[src/rtl/fib_pkg.sv]
// Shared constants for the Fibonacci datapath: push-source encoding, default sizes
// and the stack operation decode used by fib_stack.
package fib_pkg;

  localparam logic [1:0] SRC_FLAG = 2'd0;
  localparam logic [1:0] SRC_N    = 2'd1;
  localparam logic [1:0] SRC_RES  = 2'd2;
  localparam logic [1:0] SRC_RSVD = 2'd3;

  localparam int unsigned FIB_WIDTH       = 16;
  localparam int unsigned FIB_STACK_DEPTH = 32;

  typedef enum logic [1:0] {
    OpIdle,
    OpPush,
    OpPop,
    OpReplace
  } stackOp_e;

  function automatic stackOp_e decodeOp(input logic push, input logic pop);
    stackOp_e op;
    case ({push, pop})
      2'b10:   op = OpPush;
      2'b01:   op = OpPop;
      2'b11:   op = OpReplace;
      default: op = OpIdle;
    endcase
    return op;
  endfunction

endpackage

[src/rtl/fib_stack_mem.sv]
// DEPTH x WIDTH register array: one synchronous write port, one asynchronous read port.
// Contents are deliberately not reset.
module fib_stack_mem
  import fib_pkg::*;
#(
  parameter int unsigned WIDTH = FIB_WIDTH,
  parameter int unsigned DEPTH = FIB_STACK_DEPTH,
  parameter int unsigned AW    = $clog2(DEPTH)
) (
  input  logic             clk,
  input  logic             we,
  input  logic [AW-1:0]    waddr,
  input  logic [WIDTH-1:0] wdata,
  input  logic [AW-1:0]    raddr,
  output logic [WIDTH-1:0] rdata
);

  logic [WIDTH-1:0] mem [DEPTH];

  always_ff @(posedge clk) begin
    if (we) begin
      mem[waddr] <= wdata;
    end
  end

  assign rdata = mem[raddr];

endmodule

[src/rtl/fib_stack.sv]
// LIFO datapath for the Fibonacci controller; top-of-stack is combinational so pops
// load downstream registers on the same edge. Macro FIB_STACK_HWM_EN adds hwm output.
module fib_stack
  import fib_pkg::*;
#(
  parameter int unsigned WIDTH = FIB_WIDTH,
  parameter int unsigned DEPTH = FIB_STACK_DEPTH,
  parameter int unsigned PTR_W = $clog2(DEPTH) + 1
) (
  input  logic             clk,
  input  logic             rst_n,
  input  logic             push,
  input  logic             pop,
  input  logic [1:0]       pushSrc,
  input  logic [WIDTH-1:0] flagIn,
  input  logic [WIDTH-1:0] nIn,
  input  logic [WIDTH-1:0] resIn,
  output logic [WIDTH-1:0] dataOut,
  output logic             empty,
  output logic             full,
  output logic [PTR_W-1:0] count,
  output logic             ovf,
  output logic             unf
`ifdef FIB_STACK_HWM_EN
  ,
  output logic [PTR_W-1:0] hwm
`endif
);

  localparam int unsigned AW = $clog2(DEPTH);
  localparam logic [PTR_W-1:0] PtrFull = PTR_W'(DEPTH);
  localparam logic [PTR_W-1:0] PtrOne  = PTR_W'(1);

  logic [PTR_W-1:0] spQ, spD;
  logic             ovfQ, ovfD;
  logic             unfQ, unfD;
  logic             isEmpty, isFull;
  logic [WIDTH-1:0] pushData;
  logic [WIDTH-1:0] memRdata;
  logic             memWe;
  logic [AW-1:0]    memWaddr;
  logic [AW-1:0]    topAddr;
  stackOp_e         op;

  assign isEmpty = (spQ == '0);
  assign isFull  = (spQ == PtrFull);
  assign topAddr = AW'(spQ - PtrOne);
  assign op      = decodeOp(push, pop);

  always_comb begin
    pushData = '0;
    case (pushSrc)
      SRC_FLAG: pushData = flagIn;
      SRC_N:    pushData = nIn;
      SRC_RES:  pushData = resIn;
      default:  pushData = '0;
    endcase
  end

  always_comb begin
    spD      = spQ;
    ovfD     = ovfQ;
    unfD     = unfQ;
    memWe    = 1'b0;
    memWaddr = AW'(spQ);
    case (op)
      OpPush: begin
        if (isFull) begin
          ovfD = 1'b1;
        end else begin
          memWe = 1'b1;
          spD   = spQ + PtrOne;
        end
      end
      OpPop: begin
        if (isEmpty) begin
          unfD = 1'b1;
        end else begin
          spD = spQ - PtrOne;
        end
      end
      OpReplace: begin
        // Both strobes: overwrite the top in place, or behave as a plain push when empty.
        memWe = 1'b1;
        if (isEmpty) begin
          spD = spQ + PtrOne;
        end else begin
          memWaddr = topAddr;
        end
      end
      default: ;
    endcase
    // Reset abandons any in-flight operation, including its write.
    if (!rst_n) begin
      memWe = 1'b0;
    end
  end

  always_ff @(posedge clk) begin
    if (!rst_n) begin
      spQ  <= '0;
      ovfQ <= 1'b0;
      unfQ <= 1'b0;
    end else begin
      spQ  <= spD;
      ovfQ <= ovfD;
      unfQ <= unfD;
    end
  end

  fib_stack_mem #(
    .WIDTH (WIDTH),
    .DEPTH (DEPTH),
    .AW    (AW)
  ) u_mem (
    .clk   (clk),
    .we    (memWe),
    .waddr (memWaddr),
    .wdata (pushData),
    .raddr (topAddr),
    .rdata (memRdata)
  );

  assign dataOut = isEmpty ? '0 : memRdata;
  assign empty   = isEmpty;
  assign full    = isFull;
  assign count   = spQ;
  assign ovf     = ovfQ;
  assign unf     = unfQ;

`ifdef FIB_STACK_HWM_EN
  logic [PTR_W-1:0] hwmQ;

  always_ff @(posedge clk) begin
    if (!rst_n) begin
      hwmQ <= '0;
    end else if (spD > hwmQ) begin
      hwmQ <= spD;
    end
  end

  assign hwm = hwmQ;
`endif

endmodule
[config.mk]
export PLATFORM = sky130hd
export DESIGN_NAME = fib_stack
export DESIGN_NICKNAME = d
export VERILOG_FILES = /design/src/rtl/fib_pkg.sv /design/src/rtl/fib_stack_mem.sv /design/src/rtl/fib_stack.sv
export SDC_FILE = /design/constraint.sdc
export NUM_CORES = 1
export LEC_CHECK = 0
export CAP_MARGIN = 20
export CORE_UTILIZATION = 45
export CTS_BUF_LIST = sky130_fd_sc_hd__clkbuf_8 sky130_fd_sc_hd__clkbuf_16
export DETAILED_ROUTE_END_ITERATION = 8
export PLACE_DENSITY = 0.67
export REMOVE_ABC_BUFFERS = 1
export SYNTH_ARGS = -nofsm -noshare
export SYNTH_HDL_FRONTEND = slang
export SYNTH_SLANG_ARGS = --single-unit
[constraint.sdc]
create_clock -name clk -period 7.3 [get_ports clk]
set_input_delay 1.46 -clock clk [delete_from_list [all_inputs] [get_ports clk]]
set_output_delay 1.46 -clock clk [all_outputs]
set_load 0.01 [all_outputs]
## Word level (Yosys, flattened, before mapping)

Memory sizes are Yosys's and may differ from the RTL's.
Cells that the tools add are included.

| storage, ports and cells | value |
|---|---|
| register bits after elaboration | 8 |
| memory bits (writable) | 512 |
| input port bits | 54 |
| output and inout bits | 26 |
| logic and storage cells | 38 |
| memories | 1 |

Memory list:

| name | words | width | read ports | clocked after Yosys merged registers in | wr ports | line | source |
|---|---|---|---|---|---|---|---|
| u_mem.mem | 32 | 16 | 1 | 0 | 1 | fib_stack_mem.sv:18 | `logic [WIDTH-1:0] mem [DEPTH];` |

| cells by class | value |
|---|---|
| add/sub/neg operators | 2 |
| equality and inequality tests | 12 |
| muxes and demuxes | 14 |
| reductions and logical operators | 6 |

Operators with widths:

| kind | number |
|---|---|
| $pmux 16 s3 | 1 |
| $mux 6 | 3 |
| $pmux 6 s3 | 1 |
| $mux 16 | 1 |
| $eq 2x2->1 const B | 5 |
| $mux 5 | 2 |
| $add 6x1->6 const B | 1 |
| $eq 2x1->1 const B | 3 |
| $eq 6x6->1 const B | 1 |
| $logic_not 6->1 | 1 |
| $ne 2x2->1 const B | 3 |
| $pmux 2 s3 | 1 |
| $sub 6x1->6 const B | 1 |
| $mux 1 | 4 |
| $reduce_and 2->1 | 2 |
| $reduce_and 4->1 | 1 |
| $reduce_bool 3->1 | 1 |
| $logic_not 2->1 | 1 |
| $pmux 1 s2 | 1 |

## Longest topological paths before layout

Gate-level depths: netlist of the first run.

| depth | value |
|---|---|
| word-level depth | 7 |
| gate-level depth with buffers | 12 |
| depth with buffers taken out | 7 |

## Cells and area by module

Synthesis of the first run repeated with hierarchy kept, for this count alone.

| unflattened totals | value |
|---|---|
| cells, all modules | 1283 |
| area total of the unflattened synthesis | 21346.7 um^2 |

Modules (own cells, without submodules):

| module | instances | cells an instance | area each (um^2) | seq. area each (um^2) |
|---|---|---|---|---|
| fib_stack_mem | 1 | 1127 | 20215.6 | 15374.7 |
| fib_stack | 1 | 156 | 1131.1 | 160.2 |

## Worst setup path after synthesis of the first run

Ideal clock, no wire load.

| timing | value |
|---|---|
| kind | register to output |
| from | register spQ[0], in the netlist count[0] |
| to | output dataOut[0] |
| arrival time | 2721 ps |
| required time | 5840 ps |
| slack | 3119 ps |
| stages on the path, launching flop included | 12 |
| buffers on the path | 6 |
| path through | dfxtp_1 buf_4 buf_6 buf_6 inv_4 ha_1 buf_2 buf_2 buf_1 mux4_2 mux2i_1 o221ai_1 |

| on the way | value |
|---|---|
| word-level cells in the longest chain between the ends | 3 |
| elaborated cells between the ends (all ways) | 4 |
| those cells by class | add/sub: 1; mux: 1; reduce/logical: 1; memory: 1 |

RTL lines:

| item | line | source |
|---|---|---|
| start, declared | fib_stack.sv:34 | `logic [PTR_W-1:0] spQ, spD;` |
| start signal, assigned | fib_stack.sv:105 | `spQ <= spD;` |
| $sub 6x1->6 | n/a |  |
| $mem_v2 32x16 | n/a |  |
| $mux 16 (*) | fib_stack.sv:124 | `assign dataOut = isEmpty ? '0 : memRdata;` |
| end, declared | fib_stack.sv:18 | `output logic [WIDTH-1:0] dataOut,` |

Mark *: on every way between the ends. The rest lies on a longest branch, timed or not.

## Worst setup path after layout of the first run

Same ends and word-level chain as after synthesis.

==> results of run 1 <==
## routing by layer
layer,vias to the layer above,track usage,part of all wire
met5,-,0,0
li1,4515,-,-
met2,398,0.326,0.48
met1,5551,0.300,0.43
met4,0,0.0545,0.021
met3,62,0.0351,0.071
## power by group through the flow
stage	clock network [uW]	logic, uW	registers [uW]
floorplan	0	2430	3660
global placement	0	3520	3540
detailed placement	0	3540	3550
CTS	2510	3560	3480
global route	2620	3730	3490
finish	2470	3530	3480
## state kept, by name (all words and copies together) (netlist names)
register and cells:
u_mem.mem 512, unf 1, ovf 1, count 6
## through the flow
stage	area [um^2]	power (uW)
2_1_floorplan	20600	6080
3_5_place_dp	22700	7080
4_1_cts	24200	9550
5_1_grt	24300	9840
6_report	24300	9480
3_3_place_gp	22600	7060
## cells by family (layout without fill, tap and decap cells)
kind of cell / after synthesis / after routing
compound gates: 101 / 101
xor+xnor: 4 / 4
fa+ha+maj: 3 / 3
buf+inv: 62 / 233
flops: 520 / 520
mux: 211 / 211
simple gates: 108 / 108
## cell usage in the layout (no fill, tap or decap), types with 4 or more instances in the layout
cell type and count:
a211oi_1 6, a21oi_1 12, a31oi_1 6, buf_4 50, buf_8 6, bufinv_16 4, clkbuf_16 51, clkdlybuf4s50_1 79
clkinv_1 14, clkinv_2 10, dfxtp_1 7, edfxtp_1 512, inv_1 13, mux2i_1 80, mux4_2 129, nand2_1 31
nand3_1 6, nor2_1 30, nor2_2 6, nor3_1 6, nor3_2 5, nor4_1 4, o21ai_0 10, o21ai_2 17
o221ai_1 15, o22a_1 16, or3_1 5
## critical path, cell delays in order, from the launching register on
cell and delay, ns:
dfxtp_4 0.82, inv_4 0.17, ha_4 0.85, buf_4 0.57, mux4_2 0.38, mux2i_1 0.19, o22a_1 0.20, o221ai_1 0.17
clkdlybuf4s50_1 0.54
## final cells by class
cell class / count / area share
well taps: 600 / 0.0309
repair buffers: 136 / 0.0525
multi-input cells: 427 / 0.211
clock buffers: 51 / 0.0525
clock inverters: 42 / 0.0121
inverters: 4 / 0.000721
flip-flops and latches: 520 / 0.640
## worst paths after layout
| kind | startpoint | to | slack [ns] |
|---|---|---|---|
| worst max-delay path | count[0]$_SDFFE_PN0P_ | dataOut[0] | 1.34 |
| worst max register to register | count[0]$_SDFFE_PN0P_ | u_mem.mem[24][4]$_DFFE_PP_ | 3.65 |
| worst min register to register | unf$_SDFFE_PN0P_ | unf$_SDFFE_PN0P_ | 0.47 |
| worst min-delay path | unf$_SDFFE_PN0P_ | unf$_SDFFE_PN0P_ | 0.47 |
==> flow_metrics.env, run 1 <==
export IMPL_holdPathStages=2
export IMPL_multi_input_area_um2=5130
export IMPL_hold_ws_ns=0.475
export IMPL_yosysWarnings=0
export IMPL_fin_setup_tns_ns=0
export IMPL_place_ws_ns=1.88
export IMPL_power_density_nw_per_um2=390
export IMPL_synthXorXnorAreaFrac=0.00168
export IMPL_io_pin_count=80
export IMPL_ctsHoldBuffers=0
export IMPL_seqCellArea_um2=15500
export IMPL_synth_top_area_frac=0.736
export IMPL_synthCells=1009
export IMPL_combPwrFrac=0.372
export IMPL_drive_above_1_share=0.249
export IMPL_synth_top_family_by_area="multiplexers"
export IMPL_area_growth_syn_to_layout_pct=16.3
export IMPL_yosysTopAreaCell="edfxtp_1"
export IMPL_relSlewSlack=0.331
export IMPL_synth_simple_area_share=0.0243
export IMPL_reg2reg_depth=7
export IMPL_yosys_area_share_adder=0.00180
export IMPL_drv_slew=0
export IMPL_cts_buffers=51
export IMPL_cts_root_buffer="clkbuf_16"
export IMPL_rows=78
export IMPL_fmax_mhz=168
export IMPL_cts_sinks=520
export IMPL_vias=10500
export IMPL_route_detailed_wl_per_inst_um=26.8
export IMPL_grt_usage=0.207
export IMPL_clkLatencyLatePin_ns=0.57
export IMPL_fin_nets=1197
export IMPL_leakagePower_uw=0.00780
export IMPL_post_cts_resized=0
export IMPL_async_flop_share=0
export IMPL_final_cells=1780
export IMPL_grt_overflow=0
export IMPL_postLayoutCoreUtil=0.533
export IMPL_clkTransAtPathRegs_ns=0.06
export IMPL_p_int_uw=6400
export IMPL_grt_pass1_wl_mm=70.5
export IMPL_crit_path_start_kind="flop"
export IMPL_p_seq_frac=0.367
export IMPL_finalCriticalPeriod_ns=5.96
export IMPL_fin_crit_sh=0.816
export IMPL_post_cts_setup_buffers=0
export IMPL_status="finished clean"
export IMPL_htreeDepth=2
export IMPL_grt_max_degree=53
export IMPL_grt_pass1_vias=10600
export IMPL_fillers=3480
export IMPL_rsz0062_at_grt="no"
export IMPL_yosysSeqAreaShare=0.744
export IMPL_synth_edff_count=512
export IMPL_p_sw_uw=3090
export IMPL_crit_path_end_kind="output pin"
export IMPL_worstSetupPathType="reg -> out"
export IMPL_ir_drop_mv=0.308
export IMPL_syn_avg_cell_area_um2=20.7
export IMPL_yosys_cell_types_count=52
export IMPL_vias_per_cell=5.91
export IMPL_hold_viol=0
export IMPL_antenna_found_initial=0
export IMPL_place_inst=1684
export IMPL_wl_mm=47.7
export IMPL_die_area_um2=47300
export IMPL_synth_commonest_cells="edfxtp_1 (512), mux4_2 (129), mux2i_1 (80)"
export IMPL_synth_compound_area_share=0.0342
export IMPL_drt_pass1_iter_count=5
export IMPL_crit_path_max_fanout=52
export IMPL_cts_tree="yes"
export IMPL_synthMuxAreaShare=0.179
export IMPL_route_detailed_drc=0
export IMPL_clkPwrFrac=0.261
export IMPL_die_width_um=217
export IMPL_synthTopCellsByArea="edfxtp_1 (74%), mux4_2 (14%), mux2i_1 (3.8%), dfxtp_1 (0.77%), o22a_1 (0.67%)"
export IMPL_ys_ff_latch=520
export IMPL_setup_violations=0
export IMPL_synthFlopType="edfxtp_1"
export IMPL_diodes=0
export IMPL_gp_congestion=0.827
export IMPL_antenna_left=0
export IMPL_synth_most_common_cell="edfxtp_1"
export IMPL_post_dp_hpwl_mm=28.2
export IMPL_crit_arrival_ns=4.50
export IMPL_port_buffer_count=79
export IMPL_drv_cap=0
export IMPL_core_area_um2=45600
export IMPL_hold_class="reg -> reg"
export IMPL_skew_ns=0.0147
export IMPL_swShare=0.326
export IMPL_setup_slack_ns=1.34
export IMPL_cts_buffer_depth=3
export IMPL_start_util=0.458
export IMPL_worst_slew_pin_slew_ns=1.00
export IMPL_worstPathRequired_ns=5.84
export IMPL_syn_area_um2=20900
export IMPL_drt_iter0_markers=978
export IMPL_die_h_um=217
(Power assumes the default switching activity.)
==> inputs of run 2 (changes only) <==
- PLACE_DENSITY: 0.67 -> 0.69
- clock period: 7.3 -> 5 ns (I/O delays scaled with it)
==> run 2 against run 1 <==
Net effect:
- sequential share of layout area fell by 0.11 points
- non-clock buffer count rose by 13
- global-route usage fell by 0.74 points
- clock skew rose by 0.0064 ns
- register-to-register slack got worse by 2.0 ns
- critical endpoint is now dataOut[7]
- power rose by 45%
- critical path type unchanged
- first-iteration DRC count rose by 20%
- combinational power rose by 51%
- final cell count rose by 0.51%
- sequential power rose by 44%
- routed wire length fell by 2.7%
==> flow_metrics.env, run 2 (same netlist as run 1, synthesis figures left out) <==
export IMPL_worstPathRequired_ns=4.00
export IMPL_post_dp_hpwl_mm=27.4
export IMPL_worst_slew_pin_slew_ns=0.777
export IMPL_die_h_um=217
export IMPL_layout_common_cells="edfxtp_1 (512), mux4_2 (129), mux2i_1 (80)"
export IMPL_gp_congestion=0.836
export IMPL_relSlewSlack=0.482
export IMPL_drt_iter0_markers=1174
export IMPL_largest_register_ffs=512
export IMPL_route_detailed_wl_per_inst_um=25.9
export IMPL_clkTransAtPathRegs_ns=0.06
export IMPL_die_width_um=217
export IMPL_route_detailed_drc=0
export IMPL_rows=78
export IMPL_vias_per_cell=5.97
export IMPL_vias=10700
export IMPL_grt_max_degree=80
export IMPL_status="finished clean"
export IMPL_worstSetupPathType="reg -> out"
export IMPL_drv_cap=0
export IMPL_hold_class="reg -> reg"
export IMPL_antenna_found_initial=0
export IMPL_stdcell_area_um2=24300
export IMPL_fmax_mhz=208
export IMPL_place_inst=1697
export IMPL_cts_buffer_depth=3
export IMPL_cts_sinks=520
export IMPL_die_area_um2=47300
export IMPL_crit_path_end_kind="output pin"
export IMPL_hold_ws_ns=0.472
export IMPL_clkLatencyLatePin_ns=0.57
export IMPL_grt_overflow=0
export IMPL_grt_pass1_wl_mm=68.6
export IMPL_skew_ns=0.0211
export IMPL_leakagePower_uw=0.00784
export IMPL_final_common_cell="edfxtp_1"
export IMPL_io_pin_count=80
export IMPL_fin_crit_sh=0.962
export IMPL_hold_viol=0
export IMPL_cts_root_buffer="clkbuf_16"
export IMPL_antenna_left=0
export IMPL_power_density_nw_per_um2=567
export IMPL_core_area_um2=45600
export IMPL_grt_usage=0.199
export IMPL_regMostFlops="u_mem.mem"
export IMPL_htreeDepth=2
export IMPL_place_area_um2=22800
export IMPL_fin_nets=1209
export IMPL_setup_violations=0
export IMPL_drive_above_1_share=0.256
export IMPL_finalPower_uw=13800
export IMPL_final_cells=1789
export IMPL_area_growth_syn_to_layout_pct=16.5
export IMPL_grt_pass1_vias=10700
export IMPL_drt_pass1_iter_count=7
export IMPL_rsz0062_at_grt="no"
export IMPL_crit_path_start_kind="flop"
export IMPL_finalCriticalPeriod_ns=4.81
export IMPL_fin_setup_tns_ns=0
export IMPL_start_util=0.458
export IMPL_cts_tree="yes"
export IMPL_wl_mm=46.4
export IMPL_crit_path_max_fanout=22
export IMPL_cts_buffers=50
export IMPL_port_buffer_count=79
export IMPL_crit_arrival_ns=3.81
export IMPL_diodes=0
export IMPL_ir_drop_mv=0.399
export IMPL_drv_slew=0
run 2: cell types whose count changed in the layout (fill, tap and decap cells not counted), sizes merged:
cell,change
buf,+13
bufinv,-2
clkinv,-4
clkinvlp,+1
inv,+1
run 2: metrics by stage:
stage           util  setup slack [ns]
5_1_grt        0.534            0.0606
3_5_place_dp   0.500             0.587
6_report       0.534             0.188
4_1_cts        0.533            0.0625
3_3_place_gp   0.500             0.636
2_1_floorplan      -             -6.02
run 2: layer usage:
metal  vias up  routed length, um  global-route usage
met1      5579              19500               0.289
met3        95               3830              0.0354
li1       4513                  -                   -
met2       489              21500               0.305
met5         -                  0                   0
met4         0               1500              0.0704
run 2: area by class of cell:
class                           instances  area (um^2)
Fill cell                            3482        21200
Sequential cell                       520        15500
Multi-Input combinational cell        427         5130
Timing Repair Buffer                  149         1390
Clock buffer                           51         1280
Tap cell                              600          751
Clock inverter                         38          230
Inverter                                4         17.5
run 2: power breakdown:
part	leakage [uW]	switching, uW	total (uW)	internal (uW)
logic	0.00233	2910	5320	2410
clock network	0.000791	1530	3470	1950
registers	0.00472	53.2	5010	4950
total	0.00784	4490	13800	9310
run 2: path summary, 6_finish.rpt:
kind                                                   to                   from  cells after the start  slack (ns)
worst max-delay path                           dataOut[7]  count[1]$_SDFFE_PN0P_                      8        0.19
worst min-delay path                     unf$_SDFFE_PN0P_       unf$_SDFFE_PN0P_                      2        0.47
worst max register to register  u_mem.mem[9][3]$_DFFE_PP_  count[1]$_SDFFE_PN0P_                      8        1.68
worst min register to register           unf$_SDFFE_PN0P_       unf$_SDFFE_PN0P_                      2        0.47
run 2: timing repair:
action / in CTS / in global routing
setup buffers: 1 / 0
endpoints found under the hold margin: 0 / 0
hold buffers: 0 / 0
endpoints found under the setup margin: 2 / 0
resized for setup: 0 / 0
run 2: critical path, stage by stage (launching register included):
cell and delay [ns]:
dfxtp_1 0.50, inv_1 0.21, ha_4 0.62, buf_4 0.37
mux4_2 0.34, mux2i_1 0.28, o22a_1 0.25, o221ai_1 0.16
clkdlybuf4s50_1 0.51
